--- src/rtl/alu_share_arbiter_if.sv ---
// Request/response channels between the issue logic and the shared-ALU arbiter.
// master = issue side (two requesters), slave = arbiter.
interface alu_share_arbiter_if #(
  parameter int unsigned DATA_W = 32,
  parameter int unsigned TAG_W  = 4
);
  logic [1:0]        req_valid;
  logic [1:0]        req_ready;
  logic [DATA_W-1:0] req_a0, req_b0, req_a1, req_b1;
  logic [3:0]        req_op0, req_op1;
  logic [TAG_W-1:0]  req_tag0, req_tag1;
  logic [1:0]        rsp_valid;
  logic [1:0]        rsp_ready;
  logic [DATA_W-1:0] rsp_data0, rsp_data1;
  logic [TAG_W-1:0]  rsp_tag0, rsp_tag1;
  logic [1:0]        rsp_err;

  modport master (
    output req_valid, req_a0, req_b0, req_a1, req_b1, req_op0, req_op1,
           req_tag0, req_tag1, rsp_ready,
    input  req_ready, rsp_valid, rsp_data0, rsp_data1, rsp_tag0, rsp_tag1, rsp_err
  );

  modport slave (
    input  req_valid, req_a0, req_b0, req_a1, req_b1, req_op0, req_op1,
           req_tag0, req_tag1, rsp_ready,
    output req_ready, rsp_valid, rsp_data0, rsp_data1, rsp_tag0, rsp_tag1, rsp_err
  );
endinterface

--- src/rtl/alu_share_arbiter.sv ---
// Round-robin share of one combinational ALU between the execute path (0)
// and the branch/compare path (1); results land in per-requester response slots.
module alu_share_arbiter #(
  parameter int unsigned DATA_W = 32,
  parameter int unsigned TAG_W  = 4
) (
  input  logic              clk,
  input  logic              rst_n,
  alu_share_arbiter_if.slave bus,
  output logic [DATA_W-1:0] alu_a,
  output logic [DATA_W-1:0] alu_b,
  output logic [3:0]        alu_select,
  input  logic [DATA_W-1:0] alu_out
);

  typedef enum logic [3:0] {
    OP_ADD  = 4'b0000, OP_SUB  = 4'b1000, OP_SLL  = 4'b0001, OP_SLT  = 4'b0010,
    OP_SLTU = 4'b0011, OP_XOR  = 4'b0100, OP_SRL  = 4'b0101, OP_SRA  = 4'b1101,
    OP_OR   = 4'b0110, OP_AND  = 4'b0111, OP_EQ   = 4'b1010, OP_EQU  = 4'b1011
  } alu_op_e;

  logic              last_grant;
  logic [1:0]        slot_free, cand, grant;
  logic              unsup;
  logic [DATA_W-1:0] cap_data;

  logic [1:0]        rsp_valid_q, rsp_err_q;
  logic [DATA_W-1:0] rsp_data0_q, rsp_data1_q;
  logic [TAG_W-1:0]  rsp_tag0_q, rsp_tag1_q;

  always_comb begin
    slot_free = ~rsp_valid_q | bus.rsp_ready;
    // Held low in reset so nothing is accepted and the ALU sees zeros.
    cand  = rst_n ? (bus.req_valid & slot_free) : '0;
    grant = '0;
    case (cand)
      2'b01:   grant = 2'b01;
      2'b10:   grant = 2'b10;
      2'b11:   grant = last_grant ? 2'b01 : 2'b10;
      default: grant = '0;
    endcase
  end

  always_comb begin
    alu_a      = '0;
    alu_b      = '0;
    alu_select = '0;
    if (grant[0]) begin
      alu_a      = bus.req_a0;
      alu_b      = bus.req_b0;
      alu_select = bus.req_op0;
    end else if (grant[1]) begin
      alu_a      = bus.req_a1;
      alu_b      = bus.req_b1;
      alu_select = bus.req_op1;
    end
  end

  always_comb begin
    unsup = 1'b1;
    case (alu_select)
      OP_ADD, OP_SUB, OP_SLL, OP_SLT, OP_SLTU, OP_XOR,
      OP_SRL, OP_SRA, OP_OR,  OP_AND, OP_EQ,   OP_EQU: unsup = 1'b0;
      default:                                         unsup = 1'b1;
    endcase
    cap_data = unsup ? '0 : alu_out;
  end

  always_ff @(posedge clk) begin
    if (!rst_n) begin
      rsp_valid_q <= '0;
      rsp_err_q   <= '0;
      rsp_data0_q <= '0;
      rsp_data1_q <= '0;
      rsp_tag0_q  <= '0;
      rsp_tag1_q  <= '0;
      last_grant  <= 1'b1;
    end else begin
      // A grant into an occupied-but-draining slot overwrites and keeps valid set.
      if (grant[0]) begin
        rsp_data0_q    <= cap_data;
        rsp_tag0_q     <= bus.req_tag0;
        rsp_err_q[0]   <= unsup;
        rsp_valid_q[0] <= 1'b1;
      end else if (bus.rsp_ready[0]) begin
        rsp_valid_q[0] <= 1'b0;
      end
      if (grant[1]) begin
        rsp_data1_q    <= cap_data;
        rsp_tag1_q     <= bus.req_tag1;
        rsp_err_q[1]   <= unsup;
        rsp_valid_q[1] <= 1'b1;
      end else if (bus.rsp_ready[1]) begin
        rsp_valid_q[1] <= 1'b0;
      end
      if (|grant) last_grant <= grant[1];
    end
  end

  assign bus.req_ready = grant;
  assign bus.rsp_valid = rsp_valid_q;
  assign bus.rsp_err   = rsp_err_q;
  assign bus.rsp_data0 = rsp_data0_q;
  assign bus.rsp_data1 = rsp_data1_q;
  assign bus.rsp_tag0  = rsp_tag0_q;
  assign bus.rsp_tag1  = rsp_tag1_q;

endmodule

--- src/flat_wrapper.sv ---
// flat-port wrapper written by rule: the top's interface ports become plain ports
module alu_share_arbiter_flat 
#(
  parameter int unsigned DATA_W = 32,
  parameter int unsigned TAG_W  = 4
)
  (clk, rst_n, alu_a, alu_b, alu_select, alu_out, bus_req_valid, bus_req_a0, bus_req_b0, bus_req_a1, bus_req_b1, bus_req_op0, bus_req_op1, bus_req_tag0, bus_req_tag1, bus_rsp_ready, bus_req_ready, bus_rsp_valid, bus_rsp_data0, bus_rsp_data1, bus_rsp_tag0, bus_rsp_tag1, bus_rsp_err);
  alu_share_arbiter_if #(.DATA_W(DATA_W), .TAG_W(TAG_W)) bus_i ();
  input  logic clk;
  input  logic rst_n;
  output logic [DATA_W-1:0] alu_a;
  output logic [DATA_W-1:0] alu_b;
  output logic [3:0] alu_select;
  input  logic [DATA_W-1:0] alu_out;
  input wire logic [$bits(bus_i.req_valid)-1:0] bus_req_valid;
  input wire logic [$bits(bus_i.req_a0)-1:0] bus_req_a0;
  input wire logic [$bits(bus_i.req_b0)-1:0] bus_req_b0;
  input wire logic [$bits(bus_i.req_a1)-1:0] bus_req_a1;
  input wire logic [$bits(bus_i.req_b1)-1:0] bus_req_b1;
  input wire logic [$bits(bus_i.req_op0)-1:0] bus_req_op0;
  input wire logic [$bits(bus_i.req_op1)-1:0] bus_req_op1;
  input wire logic [$bits(bus_i.req_tag0)-1:0] bus_req_tag0;
  input wire logic [$bits(bus_i.req_tag1)-1:0] bus_req_tag1;
  input wire logic [$bits(bus_i.rsp_ready)-1:0] bus_rsp_ready;
  output wire logic [$bits(bus_i.req_ready)-1:0] bus_req_ready;
  output wire logic [$bits(bus_i.rsp_valid)-1:0] bus_rsp_valid;
  output wire logic [$bits(bus_i.rsp_data0)-1:0] bus_rsp_data0;
  output wire logic [$bits(bus_i.rsp_data1)-1:0] bus_rsp_data1;
  output wire logic [$bits(bus_i.rsp_tag0)-1:0] bus_rsp_tag0;
  output wire logic [$bits(bus_i.rsp_tag1)-1:0] bus_rsp_tag1;
  output wire logic [$bits(bus_i.rsp_err)-1:0] bus_rsp_err;
  assign bus_i.req_valid = bus_req_valid;
  assign bus_i.req_a0 = bus_req_a0;
  assign bus_i.req_b0 = bus_req_b0;
  assign bus_i.req_a1 = bus_req_a1;
  assign bus_i.req_b1 = bus_req_b1;
  assign bus_i.req_op0 = bus_req_op0;
  assign bus_i.req_op1 = bus_req_op1;
  assign bus_i.req_tag0 = bus_req_tag0;
  assign bus_i.req_tag1 = bus_req_tag1;
  assign bus_i.rsp_ready = bus_rsp_ready;
  assign bus_req_ready = bus_i.req_ready;
  assign bus_rsp_valid = bus_i.rsp_valid;
  assign bus_rsp_data0 = bus_i.rsp_data0;
  assign bus_rsp_data1 = bus_i.rsp_data1;
  assign bus_rsp_tag0 = bus_i.rsp_tag0;
  assign bus_rsp_tag1 = bus_i.rsp_tag1;
  assign bus_rsp_err = bus_i.rsp_err;
  alu_share_arbiter #(.DATA_W(DATA_W), .TAG_W(TAG_W)) u_core (.clk(clk), .rst_n(rst_n), .bus(bus_i), .alu_a(alu_a), .alu_b(alu_b), .alu_select(alu_select), .alu_out(alu_out));
endmodule
--- config.mk ---
export PLATFORM = sky130hd
export DESIGN_NAME = alu_share_arbiter_flat
export DESIGN_NICKNAME = d
export VERILOG_FILES = /design/src/rtl/alu_share_arbiter_if.sv /design/src/rtl/alu_share_arbiter.sv /design/src/flat_wrapper.sv
export SDC_FILE = /design/constraint.sdc
export NUM_CORES = 1
export LEC_CHECK = 0
export ABC_AREA = 0
export CAP_MARGIN = 25
export CORE_AREA = 5 5 123 125
export DETAILED_ROUTE_END_ITERATION = 6
export DIE_AREA = 0 0 128 130
export PLACE_DENSITY = 0.74
export SYNTH_ARGS = -nofsm -noshare
export SYNTH_HDL_FRONTEND = slang
export SYNTH_SLANG_ARGS = --single-unit
--- constraint.sdc ---
create_clock -name clk -period 5.56 [get_ports clk]
set_input_delay 1.112 -clock clk [delete_from_list [all_inputs] [get_ports clk]]
set_output_delay 1.112 -clock clk [all_outputs]
set_load 0.03 [all_outputs]
Word-level counts from Yosys, hierarchy flattened --
Memory sizes are Yosys's and may differ from the RTL's. Cells that the tools add are included. W data, S select, Z words.
Operators by class: eq/ne operators 3, muxes and demuxes 14, bitwise logic cells 3, reduce and logical (&&, ||, !) cells 3
Operator list (count):
- $mux W32 | 5
- $mux W4 | 2
- $pmux W2 S3 | 1
- $eq A2 B2 Y1 const B | 2
- $mux W1 | 4
- $mux W2 | 2
- $reduce_bool A2 Y1 | 2
- $and A2 B2 Y2 | 1
- $eq A2 B1 Y1 const B | 1
- $not A2 Y2 | 1
- $or A2 B2 Y2 | 1
- $reduce_or A2 Y1 | 1
Storage, ports and cells: register bits 77, memory bits (read-only) 16, input bits 182, output and inout port bits 146, memories kept 1
Memories:
- (no name shown) | depth 16, width 1, rd ports 1, clocked after memory_dff 0, write ports 0, RTL line alu_share_arbiter.sv:61 | case (alu_select)

Depth between registers and ports, before layout --
An unclocked memory read counts as a cell.
word-level depth 10, mapped depth 7, gate-level depth less buffers 6

Worst setup path after synthesis --
No wires, ideal clock.
path type input port to output port, start point input port bus_rsp_ready[0], end point output port alu_b[22], data arrival time 2807 ps, data required time 4448 ps, setup slack 1641 ps, cell stages on the path 6, buffers on the path 1, cells stage by stage nor2b_1 -> o311a_2 -> nand2_1 -> inv_2 -> clkbuf_1 -> a22o_1
On the way: word-level cells in the longest chain between the ends 7
RTL lines:
- start, declared | RTL line flat_wrapper.sv:24 | input wire logic [$bits(bus_i.rsp_ready)-1:0] bus_rsp_ready;
- $or A2 B2 Y2 * | RTL line alu_share_arbiter.sv:32 | slot_free = ~rsp_valid_q | bus.rsp_ready;
- $and A2 B2 Y2 * | RTL line alu_share_arbiter.sv:34 | cand = rst_n ? (bus.req_valid & slot_free) : '0;
- $mux W2 * | RTL line alu_share_arbiter.sv:34
- $eq A2 B2 Y1 or $eq A2 B1 Y1 (tied branches) | RTL line alu_share_arbiter.sv:36 | case (cand)
- $pmux W2 S3 * | RTL line alu_share_arbiter.sv:36
- named net bus_req_ready[1] | RTL line flat_wrapper.sv:25 | output wire logic [$bits(bus_i.req_ready)-1:0] bus_req_ready;
- $mux W32 * | RTL line alu_share_arbiter.sv:52 | end else if (grant[1]) begin
- $mux W32 * | RTL line alu_share_arbiter.sv:48 | if (grant[0]) begin
- end, declared | RTL line flat_wrapper.sv:12 | output logic [DATA_W-1:0] alu_b;
The timed path passes the listed nets; every way through them passes the cells marked *.

Worst setup path after layout --
start point input port bus_rsp_ready[0], end point output port alu_a[19]
On the way: word-level cells in the longest chain between the ends 7
RTL lines:
- $or A2 B2 Y2 * | RTL line alu_share_arbiter.sv:32
- $and A2 B2 Y2 * | RTL line alu_share_arbiter.sv:34
- $mux W2 * | RTL line alu_share_arbiter.sv:34
- $eq A2 B2 Y1 or $eq A2 B1 Y1 (tied branches) | RTL line alu_share_arbiter.sv:36
- $pmux W2 S3 * | RTL line alu_share_arbiter.sv:36
- $mux W32 | RTL line alu_share_arbiter.sv:52
- $mux W32 * | RTL line alu_share_arbiter.sv:48
- end, declared | RTL line flat_wrapper.sv:11 | output logic [DATA_W-1:0] alu_a;
Mark *: on every way between the ends. The rest lies on a longest branch, timed or not.

==> run metrics <==
M3 GR Usage=between 6 and 7%; row count=43; syn_area_per_cell=approximately 10 um^2; Sw Ratio=30.8%; DRT Pass-1 Iters=6; Seq cells post-synth=77; Mapped Nets=approximately 550; total gr overflow=0; Avg WL per Cell=approximately 21 um; Hold Crit Class=reg -> reg; busiest grt layer=met2; Reg power frac=33.5%; Int Pwr=approximately 1.3 mW; Startpoint Class=input port; DP HPWL=14800 um; Final Power=between 1.5 and 2 mW; RR Startpoint=u_core.bus.rsp_valid[1]; met1 Use GR=between 20% and 30%; residual DRC count=0; status=complete, no violations; critical path fanouts, max=about 50; Tcrit/Tclk final=about nine tenths; Clk pwr share=31.8%; Leak=about 2.9 nW; Slew HR=a little over a third; layout cells sized above 1=around 14%; Detail Route Antenna Nets=0; vias=just over 4k; Design Area, Final=between 0.007 and 0.008 mm^2; vias in the first global route=approximately 4.5k; die area=approximately 0.017 mm^2; FILL cells=1213; port buffer count=327; Longest Clk Path Bufs=2; skew final=0.00830 ns; RSZ-0062 raised after global routing=no; # setup viols final=0; asr flop ratio synth=0%; CTS root buf=clkbuf_16; placed inst area=between 0.007 and 0.008 mm^2; Clk Latency, worst-skew pair=0.32 ns; Post-synth EDFFs=0; hold buffer count at CTS=0; CTS buffer count=9; I/O pin total=roughly 330; Via density=about 4.8; Slew Limit Fails=0; Syn Std Cell Area=0.00363 mm^2; sequential cell area fraction in the yosys report=42.4%; Slew @ Worst Pin=roughly 0.98 ns; worst vdd ir=118 uV; Comb pwr share=a little over a third; CTS tree=yes; Die Span Y=about 130 um; CORE AREA=about 0.014 mm^2; crit path from=bus_rsp_ready[0]; GP Congestion=roughly 0.98; Nets=856; Crit path arrival time=3.91 ns; dpl cells=between 800 and 900; Worst-path clk slew=0.05 ns; Die Span X=128 um; CP Capture Type=primary output; largest net degree at the start of global routing=76; post-synthesis cell type count=30; first-pass GRT wire length=26500 um; Layout area overhead=102%; H-tree Lvls=3; Net Sw Power=between 500 and 600 uW; Post-CTS Resized=0; Initial Utilization=a little over a quarter; synth warn=0; Iter 0 DRT Violations=around 210; Fin. Hold Viols=0; M2 GR Usage=between 30 and 40%; non-filler cells, final=861; max-cap check violation count=0; Synth Flop Type=dfxtp_1; initial antenna violation count=2; Fin Setup TNS=0 ns; gr usage total=between 20% and 30%; total wire length=between 15000 and 20000 um; clk sinks=77; CP required=about 4.5 ns; power density over the cells=around 250 mW/mm^2; Mapped Cells=364; Post-CTS Setup Bufs=0; Final min period=around 5 ns; Core Util, Final=between 50 and 60%; hold path start=u_core.bus.rsp_err[1]; Crit Path Category=in -> out; f_max=0.199 GHz
stage by stage:
step                hold slack, ns  setup slack, ns
floorplan                    0.481             1.64
global placement             0.443            0.639
detailed placement           0.444            0.544
CTS                          0.460            0.532
global route                 0.486            0.365
finish                       0.456            0.535
area by class of cell:
| cell class | instances | area [um^2] | share of cell area (%) |
|---|---|---|---|
| tap | 180 | 225 | 3.07 |
| clock inverter | 3 | 43.8 | 0.596 |
| antenna | 2 | 5.00 | 0.0681 |
| inverter | 35 | 131 | 1.79 |
| multi-input combinational | 217 | 1770 | 24.1 |
| sequential | 77 | 1540 | 21.0 |
| clock buffer | 13 | 260 | 3.54 |
| timing repair buffer | 334 | 3370 | 45.9 |
cell families (layout without fill, tap and decap cells):
group,count (synthesis),after routing,synth area share (%)
buf+inv,70,385,8.96
other cells,0,2,0
compound gates,183,183,43.7
simple gates,34,34,4.89
flops,77,77,42.4
sequential cells by signal, summed over array words and instances (netlist names):
name / flops
u_core.bus.rsp_data0: 32
u_core.bus.rsp_data1: 32
u_core.bus.rsp_tag0: 4
u_core.bus.rsp_tag1: 4
u_core.bus.rsp_err: 2
u_core.bus.rsp_valid: 2
u_core.last_grant: 1
worst paths after layout:
path / end / slack [ns] / cells after the start
worst max-delay path: alu_a[19] / 0.54 / 8
worst min-delay path: u_core.bus.rsp_err[1] / 0.46 / 2
worst max register to register: u_core.bus.rsp_data1[6] / 2.79 / 6
worst min register to register: u_core.bus.rsp_err[1] / 0.46 / 2
cells in the mapped netlist (2+ instances only):
cell type / instances / area share [%]
a22oi_1: 34 / 7.0
and2b_1: 2 / 0.41
a21boi_0: 5 / 1.0
nor2b_1: 2 / 0.34
a22o_1: 65 / 16
dfxtp_1: 77 / 42
clkbuf_1: 23 / 2.4
inv_1: 34 / 3.5
nand2_1: 22 / 2.3
o21ai_2: 30 / 7.2
and2_1: 2 / 0.34
buf_6: 7 / 2.2
buf_1: 4 / 0.41
a22o_2: 33 / 9.1
o21ai_0: 9 / 1.2
critical path, cell delays in order:
cell and delay [ns]:
clkdlybuf4s50_1 0.41, nor2b_1 0.32, o311a_2 0.27, nand2_1 0.21
inv_2 0.37, buf_12 0.28, a22o_1 0.16, clkdlybuf4s50_1 0.75
placed cells by master (no fill, tap or decap), types with 2 or more instances in the layout:
cell / Yosys / routed
clkbuf_16: 0 / 9
a21boi_0: 5 / 5
inv_1: 34 / 34
buf_12: 0 / 3
clkbuf_8: 1 / 2
o21ai_0: 9 / 9
and2b_1: 2 / 2
clkbuf_1: 23 / 2
nor2b_1: 2 / 2
a22o_1: 65 / 65
and2_2: 1 / 2
dfxtp_1: 77 / 77
diode_2: 0 / 2
a22o_2: 33 / 33
o21ai_2: 30 / 30
a22oi_1: 34 / 34
buf_4: 0 / 3
nand2_1: 22 / 22
clkdlybuf4s50_1: 0 / 327
power by group through the flow:
stage,clock network [mW],registers (mW),logic (mW)
floorplan,0,0.716,0.224
global route,0.632,0.627,0.677
detailed placement,0,0.633,0.642
global placement,0,0.630,0.639
CTS,0.606,0.621,0.647
finish,0.591,0.622,0.645
metal layers:
layer	share of wire, %	vias up
met3	8.4	29
met2	52	202
li1	-	1984
met4	3.1	0
met1	37	1938
met5	0	-
(Power assumes the default switching activity.)
